<file path="config.mk">
export PLATFORM = sky130hd
export DESIGN_NAME = audio_receiver
export DESIGN_NICKNAME = d
export VERILOG_FILES = /design/src/rtl/audio_receiver.sv
export SDC_FILE = /design/constraint.sdc
export NUM_CORES = 1
export LEC_CHECK = 0
export CAP_MARGIN = 40
export CORE_MARGIN = 2
export CORE_UTILIZATION = 45
export DETAILED_ROUTE_END_ITERATION = 8
export HOLD_SLACK_MARGIN = 0.15
export PLACE_DENSITY = 0.66
export REMOVE_ABC_BUFFERS = 1
export SYNTH_ARGS = -nofsm -noshare
export SYNTH_HDL_FRONTEND = slang
export SYNTH_SLANG_ARGS = --single-unit
</file>
<file path="constraint.sdc">
create_clock -name clk -period 1.59 [get_ports clk]
set_input_delay 0.159 -clock clk [delete_from_list [all_inputs] [get_ports clk]]
set_output_delay 0.159 -clock clk [all_outputs]
set_load 0.1 [all_outputs]
</file>
<file path="src/rtl/audio_receiver.sv">
// I2S receive deserializer: synchronizes lrck/sck/sdout, captures left/right words and
// presents each stereo pair on a valid/ready holding register. Define AUDIO_RX_PEAK_EN for peak metering.
module audio_receiver #(
    parameter int DATA_W = 16,
    parameter int CNT_W  = 6
) (
    input  logic              clk,
    input  logic              rst,
    input  logic              audio_lrck,
    input  logic              audio_sck,
    input  logic              audio_sdout,
    input  logic              sample_ready,
    input  logic              overrun_clr,
    output logic              sample_valid,
    output logic [DATA_W-1:0] audio_out_left,
    output logic [DATA_W-1:0] audio_out_right,
    output logic              overrun
`ifdef AUDIO_RX_PEAK_EN
    , output logic [DATA_W-1:0] peak_level
`endif
);

    // state | meaning
    // SYNC  | waiting for an lrck fall to align on a left half-frame
    // LEFT  | capturing left; lrck rise latches left_word
    // RIGHT | capturing right; lrck fall latches right_word and completes the pair
    typedef enum logic [1:0] {SYNC, LEFT, RIGHT} state_t;

    localparam logic [CNT_W-1:0] CNT_ONE = CNT_W'(1);
    localparam logic [CNT_W-1:0] CNT_SAT = CNT_W'(DATA_W + 1);

    state_t state_q, state_d;
    logic [2:0]        lrck_sync_q, lrck_sync_d;
    logic [2:0]        sck_sync_q, sck_sync_d;
    logic [1:0]        sdout_sync_q, sdout_sync_d;
    logic [CNT_W-1:0]  bit_cnt_q, bit_cnt_d;
    logic [DATA_W-1:0] shift_q, shift_d;
    logic [DATA_W-1:0] left_word_q, left_word_d;
    logic [DATA_W-1:0] right_word_q, right_word_d;
    logic              pair_done_q, pair_done_d;
    logic [DATA_W-1:0] out_left_q, out_left_d;
    logic [DATA_W-1:0] out_right_q, out_right_d;
    logic              valid_q, valid_d;
    logic              overrun_q, overrun_d;

    logic lrck_edge, lrck_rise, lrck_fall, sck_rise, sdout_bit;
    logic latch_left, latch_right, load, drop;

    always_comb begin
        lrck_sync_d  = {lrck_sync_q[1:0], audio_lrck};
        sck_sync_d   = {sck_sync_q[1:0], audio_sck};
        sdout_sync_d = {sdout_sync_q[0], audio_sdout};
        lrck_rise    = lrck_sync_q[1] & ~lrck_sync_q[2];
        lrck_fall    = ~lrck_sync_q[1] & lrck_sync_q[2];
        lrck_edge    = lrck_rise | lrck_fall;
        sck_rise     = sck_sync_q[1] & ~sck_sync_q[2];
        sdout_bit    = sdout_sync_q[1];
    end

    // bit_cnt 0 is the I2S delay bit; counts 1..DATA_W land MSB-first, later bits are ignored
    always_comb begin
        bit_cnt_d = bit_cnt_q;
        shift_d   = shift_q;
        if (lrck_edge) begin
            bit_cnt_d = sck_rise ? CNT_ONE : '0;
            shift_d   = '0;
        end else if (sck_rise) begin
            for (int i = 0; i < DATA_W; i++) begin
                if (bit_cnt_q == CNT_W'(DATA_W - i)) shift_d[i] = sdout_bit;
            end
            if (bit_cnt_q != CNT_SAT) bit_cnt_d = bit_cnt_q + CNT_ONE;
        end
    end

    always_ff @(posedge clk) begin
        if (rst) state_q <= SYNC;
        else     state_q <= state_d;
    end

    always_comb begin
        state_d = state_q;
        unique case (state_q)
            SYNC:    if (lrck_fall) state_d = LEFT;
            LEFT:    if (lrck_rise) state_d = RIGHT;
            RIGHT:   if (lrck_fall) state_d = LEFT;
            default: state_d = SYNC;
        endcase
    end

    always_comb begin
        latch_left  = (state_q == LEFT) && lrck_rise;
        latch_right = (state_q == RIGHT) && lrck_fall;
    end

    always_comb begin
        left_word_d  = latch_left ? shift_q : left_word_q;
        right_word_d = latch_right ? shift_q : right_word_q;
        pair_done_d  = latch_right;
        load         = pair_done_q && (!valid_q || sample_ready);
        drop         = pair_done_q && valid_q && !sample_ready;
        out_left_d   = load ? left_word_q : out_left_q;
        out_right_d  = load ? right_word_q : out_right_q;
        valid_d      = load ? 1'b1 : (sample_ready ? 1'b0 : valid_q);
        overrun_d    = drop ? 1'b1 : (overrun_clr ? 1'b0 : overrun_q);
    end

    always_ff @(posedge clk) begin
        if (rst) begin
            lrck_sync_q  <= '0;
            sck_sync_q   <= '0;
            sdout_sync_q <= '0;
            bit_cnt_q    <= '0;
            shift_q      <= '0;
            left_word_q  <= '0;
            right_word_q <= '0;
            pair_done_q  <= 1'b0;
            out_left_q   <= '0;
            out_right_q  <= '0;
            valid_q      <= 1'b0;
            overrun_q    <= 1'b0;
        end else begin
            lrck_sync_q  <= lrck_sync_d;
            sck_sync_q   <= sck_sync_d;
            sdout_sync_q <= sdout_sync_d;
            bit_cnt_q    <= bit_cnt_d;
            shift_q      <= shift_d;
            left_word_q  <= left_word_d;
            right_word_q <= right_word_d;
            pair_done_q  <= pair_done_d;
            out_left_q   <= out_left_d;
            out_right_q  <= out_right_d;
            valid_q      <= valid_d;
            overrun_q    <= overrun_d;
        end
    end

    assign sample_valid    = valid_q;
    assign audio_out_left  = out_left_q;
    assign audio_out_right = out_right_q;
    assign overrun         = overrun_q;

`ifdef AUDIO_RX_PEAK_EN
    logic [DATA_W-1:0] peak_q, peak_d;
    logic [DATA_W-1:0] abs_left, abs_right;

    // the most negative code has no positive twin, so it clamps to full scale
    function automatic logic [DATA_W-1:0] abs_sat(input logic [DATA_W-1:0] v);
        if (!v[DATA_W-1])                         return v;
        else if (v == {1'b1, {(DATA_W-1){1'b0}}}) return {1'b0, {(DATA_W-1){1'b1}}};
        else                                      return -v;
    endfunction

    always_comb begin
        abs_left  = abs_sat(left_word_q);
        abs_right = abs_sat(right_word_q);
        peak_d    = overrun_clr ? '0 : peak_q;
        if (load) begin
            if (abs_left > peak_d)  peak_d = abs_left;
            if (abs_right > peak_d) peak_d = abs_right;
        end
    end

    always_ff @(posedge clk) begin
        if (rst) peak_q <= '0;
        else     peak_q <= peak_d;
    end

    assign peak_level = peak_q;
`endif

endmodule

</file>
==> impl_metrics.py, run 1 <==
metrics = {
    "worst_setup_path": {
        "worstPathBufferInverterCount": 0,
        "crit_slowest_cell": "dfxtp_1",
        "cp.depth": 3,
        "crit_arrival_ps": 1770,
        "endpoint_kind": "flop",
        "worstSetupPathType": "reg -> reg",
        "required_ps": 1850,
        "r2r_slack_ps": 80,
        "ff2ff_path_depth": 3,
        "start_kind": "flop",
        "slowest_delay_ps": 610,
        "worstPathMaxFanout": 11,
        "cp_top_family": "flip-flops",
        "path_cells": "or4b_4 > o21ai_1 > a21oi_1",
    },
    "synth": {
        "synth-edff-count": 0,
        "synth.top_cell.area_share_pct": 50.87,
        "syn_inst": 458,
        "synth_area_leaders": "dfxtp_1 (51%), a21oi_1 (11%), nand2_1 (6.5%), o21ai_0 (5.0%), nand3_1 (4.2%)",
        "syn_area_per_cell_um2": 8.507,
        "async_flop_share_pct": 0,
        "synth-seq-cells": 99,
        "synth_area_um2": 3896,
        "synth.largest_area_cell": "dfxtp_1",
        "synth_cell_types": 35,
        "dominantRegCellSynth": "dfxtp_1",
        "seq_area_frac_synth_pct": 50.87,
        "ys_warn_count": 0,
    },
    "placement": {
        "hpwl_mm": 5.782,
        "gp_congestion": 0.8589,
        "io_buffer_count": 40,
        "dp.cells": 582,
    },
    "finish": {
        "fillers": 722,
        "drive_above_1_share_pct": 16.19,
        "mostFrequentLayoutCell": "dfxtp_1",
        "nNetsFinal": 503,
        "fin_cells": 599,
        "antenna_cells": 0,
        "final_cell_mix": "dfxtp_1 (99), a21oi_1 (88), nand2_1 (67), o21ai_0 (39), buf_12 (37)",
        "areaGrowthSynthToFinish_pct": 27.62,
    },
    "die": {
        "core_um2": 8299,
        "rows": 33,
        "initial_core_util_pct": 46.95,
        "die-area_um2": 9419,
        "pin_count": 41,
        "die_y_um": 97.05,
        "die_x_um": 97.05,
    },
    "clock_network": {
        "cts_tree": "done",
        "postCtsSetupBuffers": 0,
        "cts-htree-levels": 3,
        "clk_pin_slew_ps": 90,
        "numCtsBuffers": 9,
        "cts_root_buf": "clkbuf_8",
        "cts_buffer_depth": 2,
        "clock_sinks": 99,
        "clock_latency_ps": 370,
    },
    "pwr": {
        "p_sw_uw": 948.6,
        "combPwrFrac_pct": 2.8,
        "internal_power_uw": 3237,
        "seq_power_share_pct": 59.8,
        "power_density_nw_per_um2": 841.7,
        "clockPowerShare_pct": 37.4,
        "total_leakage_power_uw": 0.001633,
        "power.share.switching_pct": 22.66,
        "ir_worst_vdd_mv": 0.4503,
    },
    "drt": {
        "wl_per_cell_um": 14.38,
        "remaining_drc_errors": 0,
        "num_vias": 3274,
        "post_drt_via_cell_ratio": 5.466,
        "drtAntennaViolNets": 0,
        "drt_iter0_markers": 147,
        "dr.pass1.iters": 4,
        "totalWireLength_mm": 8.612,
    },
    "sta": {
        "fin_crit_ps": 1511,
        "slew_viol_final": 0,
        "final.setup_skew_ps": 13.03,
        "relSlewSlack_pct": 63.46,
        "setup_viol": 0,
        "clock.fmax_ghz": 0.6619,
        "hold_violations": 0,
        "tns_ps": 0,
        "post-route-period-util_pct": 95.02,
        "max_slew.worst_pin.slew_ps": 548.1,
        "whs_ps": 340.1,
        "rsz0062_at_grt": "false",
    },
    "worst_hold_path": {
        "hold_depth": 2,
        "hold_class": "in -> reg",
    },
    "global_route": {
        "grtUsageTotal_pct": 18.52,
        "grt-ovfl-total": 0,
        "grt_pass1_wl_mm": 14.52,
        "grt_pass1_vias": 3064,
        "grt_max_degree": 55,
        "antenna_found_initial": 0,
    },
    "outcome": {
        "status": "complete, no violations",
    },
    "run": {
        "max-cap-violations": 0,
    },
}
-- what timing repair did --
action	in CTS	in global routing
setup endpoints to repair	0	5
gates resized for setup	0	1
hold endpoints to repair	2	0
hold buffers	1	0
-- stage by stage --
step	total power (uW)	util, %	worst slack, ps	cell area (um2)
5_1_grt	4329	59.91	3.835	4972
2_1_floorplan	2601	-	-688.2	3715
3_5_place_dp	2675	57.38	101.6	4762
6_report	4185	59.91	79.15	4972
4_1_cts	4220	59.88	78.03	4970
3_3_place_gp	2671	57.38	160.4	4762
-- synthesized netlist by cell type, types with 2 or more instances --
cell / count
or4b_4: 2
buf_6: 2
dfxtp_1: 99
a21oi_1: 88
or3_1: 4
o21ai_0: 39
nand2b_1: 3
nor2b_1: 10
nor4b_4: 2
buf_1: 3
clkbuf_1: 24
o21ai_1: 11
nand4_1: 16
inv_1: 7
nand2_1: 67
nor2_1: 9
buf_2: 10
nand3b_1: 6
and3b_1: 2
ha_1: 7
nand3_1: 33
-- kinds of logic (layout without fill, tap and decap cells) --
logic type	Yosys count	in the layout	share of synthesized area (%)
and+or+nand+nor	160	160	22.22
AOI/OAI and AO/OA	142	142	18.69
DFF	99	99	50.87
buffers and inverters	48	84	5.427
adders and majority gates	7	7	2.248
muxes	2	2	0.5459
-- final timing paths --
kind,start,endpoint
worst min register to register,sdout_sync_q[0]$_SDFF_PP0_,sdout_sync_q[1]$_SDFF_PP0_
worst max-delay path,bit_cnt_q[2]$_SDFFE_PP0P_,shift_q[11]$_SDFFE_PP0P_
worst min-delay path,audio_sck,sck_sync_q[0]$_SDFF_PP0_
worst max register to register,bit_cnt_q[2]$_SDFFE_PP0P_,shift_q[11]$_SDFFE_PP0P_
-- area by class of cell --
| type | count | area (um2) | share of cell area [%] |
|---|---|---|---|
| multi-input cells | 311 | 1705 | 34.30 |
| clock buffers | 12 | 165.2 | 3.322 |
| inverters | 8 | 30.03 | 0.6039 |
| repair buffers | 60 | 925.9 | 18.62 |
| clock inverters | 4 | 32.53 | 0.6543 |
| well taps | 105 | 131.4 | 2.642 |
| flip-flops and latches | 99 | 1982 | 39.86 |
-- per-layer routing --
metal | GRT usage [%] | vias to the layer above | routed length (um)
met3 | 4.029 | 9 | 363
met2 | 31.41 | 72 | 4148
met5 | 0 | - | 0
met1 | 23.82 | 1537 | 4001
li1 | - | 1656 | -
met4 | 5.200 | 0 | 99
-- power by group through the flow --
stage / registers (uW) / logic, uW / clock network (uW)
floorplan: 2560 / 44.4 / 0
CTS: 2500 / 117 / 1600
global route: 2500 / 130 / 1690
detailed placement: 2560 / 115 / 0
finish: 2500 / 118 / 1570
global placement: 2560 / 112 / 0
-- registers in the layout (all words and copies together), names as in the netlist --
signal	count
state_q	2
shift_q	16
sdout_sync_q	2
audio_out_left	16
audio_out_right	16
bit_cnt_q	6
sample_valid	1
left_word_q	16
right_word_q	16
overrun	1
lrck_sync_q	3
pair_done_q	1
sck_sync_q	3
Power figures use the tool's default switching activity.
==> run 2: changes to the inputs <==
- PLACE_DENSITY: 0.66 -> 0.76
==> impl_metrics.py, run 2 (same netlist as run 1, synthesis figures left out) <==
metrics = {
    "sta": {
        "clock.fmax_ghz": 0.6665,
        "slew_viol_final": 0,
        "relSlewSlack_pct": 63.25,
        "rsz0062_at_grt": "false",
        "hold_violations": 0,
        "final.setup_skew_ps": 9.975,
        "whs_ps": 343.1,
        "setup_viol": 0,
        "max_slew.worst_pin.slew_ps": 550.5,
        "fin_crit_ps": 1500,
        "post-route-period-util_pct": 94.36,
    },
    "clock_network": {
        "clock_sinks": 99,
        "cts_buffer_depth": 2,
        "cts-htree-levels": 3,
        "cts_resized": 0,
        "clk_pin_slew_ps": 90,
        "cts_tree": "done",
        "cts_root_buf": "clkbuf_8",
        "postCtsSetupBuffers": 0,
        "hold_buffers": 1,
        "numCtsBuffers": 9,
        "clock_latency_ps": 370,
    },
    "drt": {
        "wl_per_cell_um": 13.99,
        "dr.pass1.iters": 5,
        "remaining_drc_errors": 0,
        "num_vias": 3275,
        "post_drt_via_cell_ratio": 5.458,
        "drtAntennaViolNets": 0,
        "totalWireLength_mm": 8.393,
        "drt_iter0_markers": 241,
    },
    "worst_setup_path": {
        "required_ps": 1850,
        "crit_arrival_ps": 1760,
        "endpoint_kind": "flop",
        "worstSetupPathType": "reg -> reg",
        "ff2ff_path_depth": 3,
        "reg2reg_to": "bit_cnt_q[1]$_SDFFE_PP0P_",
        "start_kind": "flop",
        "worstPathMaxFanout": 11,
        "r2r_slack_ps": 90,
        "r2r_start": "bit_cnt_q[5]$_SDFFE_PP0P_",
    },
    "die": {
        "initial_core_util_pct": 46.95,
        "die_y_um": 97.05,
        "core_um2": 8299,
        "rows": 33,
        "die-area_um2": 9419,
        "die_x_um": 97.05,
        "pin_count": 41,
    },
    "outcome": {
        "status": "complete, no violations",
    },
    "finish": {
        "mostFrequentLayoutCell": "dfxtp_1",
        "nNetsFinal": 504,
        "areaGrowthSynthToFinish_pct": 27.20,
        "antenna_cells": 0,
        "drive_above_1_share_pct": 16.16,
        "final_cell_mix": "dfxtp_1 (99), a21oi_1 (88), nand2_1 (67), o21ai_0 (39), buf_12 (37)",
    },
    "global_route": {
        "grt_max_degree": 55,
        "antenna_found_initial": 0,
        "grt-ovfl-total": 0,
        "grt_pass1_wl_mm": 14.26,
        "grt_pass1_vias": 2998,
        "grtUsageTotal_pct": 18.13,
    },
    "pwr": {
        "power.share.switching_pct": 24.08,
        "power_density_nw_per_um2": 826.5,
        "p_sw_uw": 986.4,
        "internal_power_uw": 3110,
        "clockPowerShare_pct": 36.0,
        "ir_worst_vdd_mv": 0.5480,
        "seq_power_share_pct": 61.1,
        "combPwrFrac_pct": 2.9,
        "total_leakage_power_uw": 0.001629,
        "total_power_uw": 4096,
    },
    "placement": {
        "io_buffer_count": 40,
        "gp_congestion": 0.8319,
        "hpwl_mm": 5.787,
    },
    "run": {
        "max-cap-violations": 0,
    },
    "worst_hold_path": {
        "hold_class": "in -> reg",
        "hold_depth": 2,
        "min-delay-start": "audio_lrck",
        "hold_path_end": "lrck_sync_q[0]$_SDFF_PP0_",
    },
}
## run 2: changes by cell type in the layout (fill, tap and decap cells not counted), sizes merged
cell / delta
buf: +1
inv: +1
clkinvlp: +1
clkbuf: -3
clkinv: +1
## run 2: power by group through the flow
stage               sequential (uW)  combinational, uW  clock, uW
global placement               2560                111          0
detailed placement             2560                113          0
floorplan                      2560               44.4          0
CTS                            2500                116       1510
finish                         2500                117       1480
global route                   2510                129       1620
## run 2: layout make-up
type                            instances  area [um2]
Fill cell                             719        3343
Inverter                                8       30.03
Clock inverter                          7       52.55
Clock buffer                            9       123.9
Timing Repair Buffer                   61       933.4
Tap cell                              105       131.4
Multi-Input combinational cell        311        1703
Sequential cell                        99        1982
## run 2: per-layer routing
metal  up-vias  share of wire, %  global-route usage (%)
li1       1655                 -                       -
met1      1552                48                   24.00
met2        54                47                   28.74
met3        14               3.4                   4.245
met4         0               1.6                   7.042
met5         -                 0                       0
## run 2: worst max-delay path: stages (launching register included)
cell and delay [ps]:
dfxtp_1 470, nor4b_4 440, a21oi_1 150, mux2_1 340
## run 2: worst max path at each step
stage / startpoint / end / depth (start not counted)
detailed placement: bit_cnt_q[5]$_SDFFE_PP0P_ / bit_cnt_q[1]$_SDFFE_PP0P_ / 3
floorplan: sample_valid$_SDFFE_PP0P_ / audio_out_left[0]$_SDFFE_PP0P_ / 3
CTS: bit_cnt_q[3]$_SDFFE_PP0P_ / shift_q[6]$_SDFFE_PP0P_ / 3
global placement: bit_cnt_q[3]$_SDFFE_PP0P_ / shift_q[8]$_SDFFE_PP0P_ / 3
finish: bit_cnt_q[5]$_SDFFE_PP0P_ / bit_cnt_q[1]$_SDFFE_PP0P_ / 3
global route: bit_cnt_q[5]$_SDFFE_PP0P_ / bit_cnt_q[1]$_SDFFE_PP0P_ / 3
## run 2: through the flow
stage	setup TNS, ps	area, um2	std cells	setup slack [ps]	util [%]
global route	0	4956	600	17.19	59.72
global placement	0	4770	583	150.3	57.47
finish	0	4956	600	89.66	59.72
floorplan	-23030	3715	418	-688.2	-
CTS	0	4956	600	91.88	59.72
detailed placement	0	4770	583	101.5	57.47
==> run 3: changes to the inputs <==
- CAP_MARGIN: 40 -> default
==> results of run 3 <==
Same layout as run 2: the final DEF is identical, and so are final timing and power.
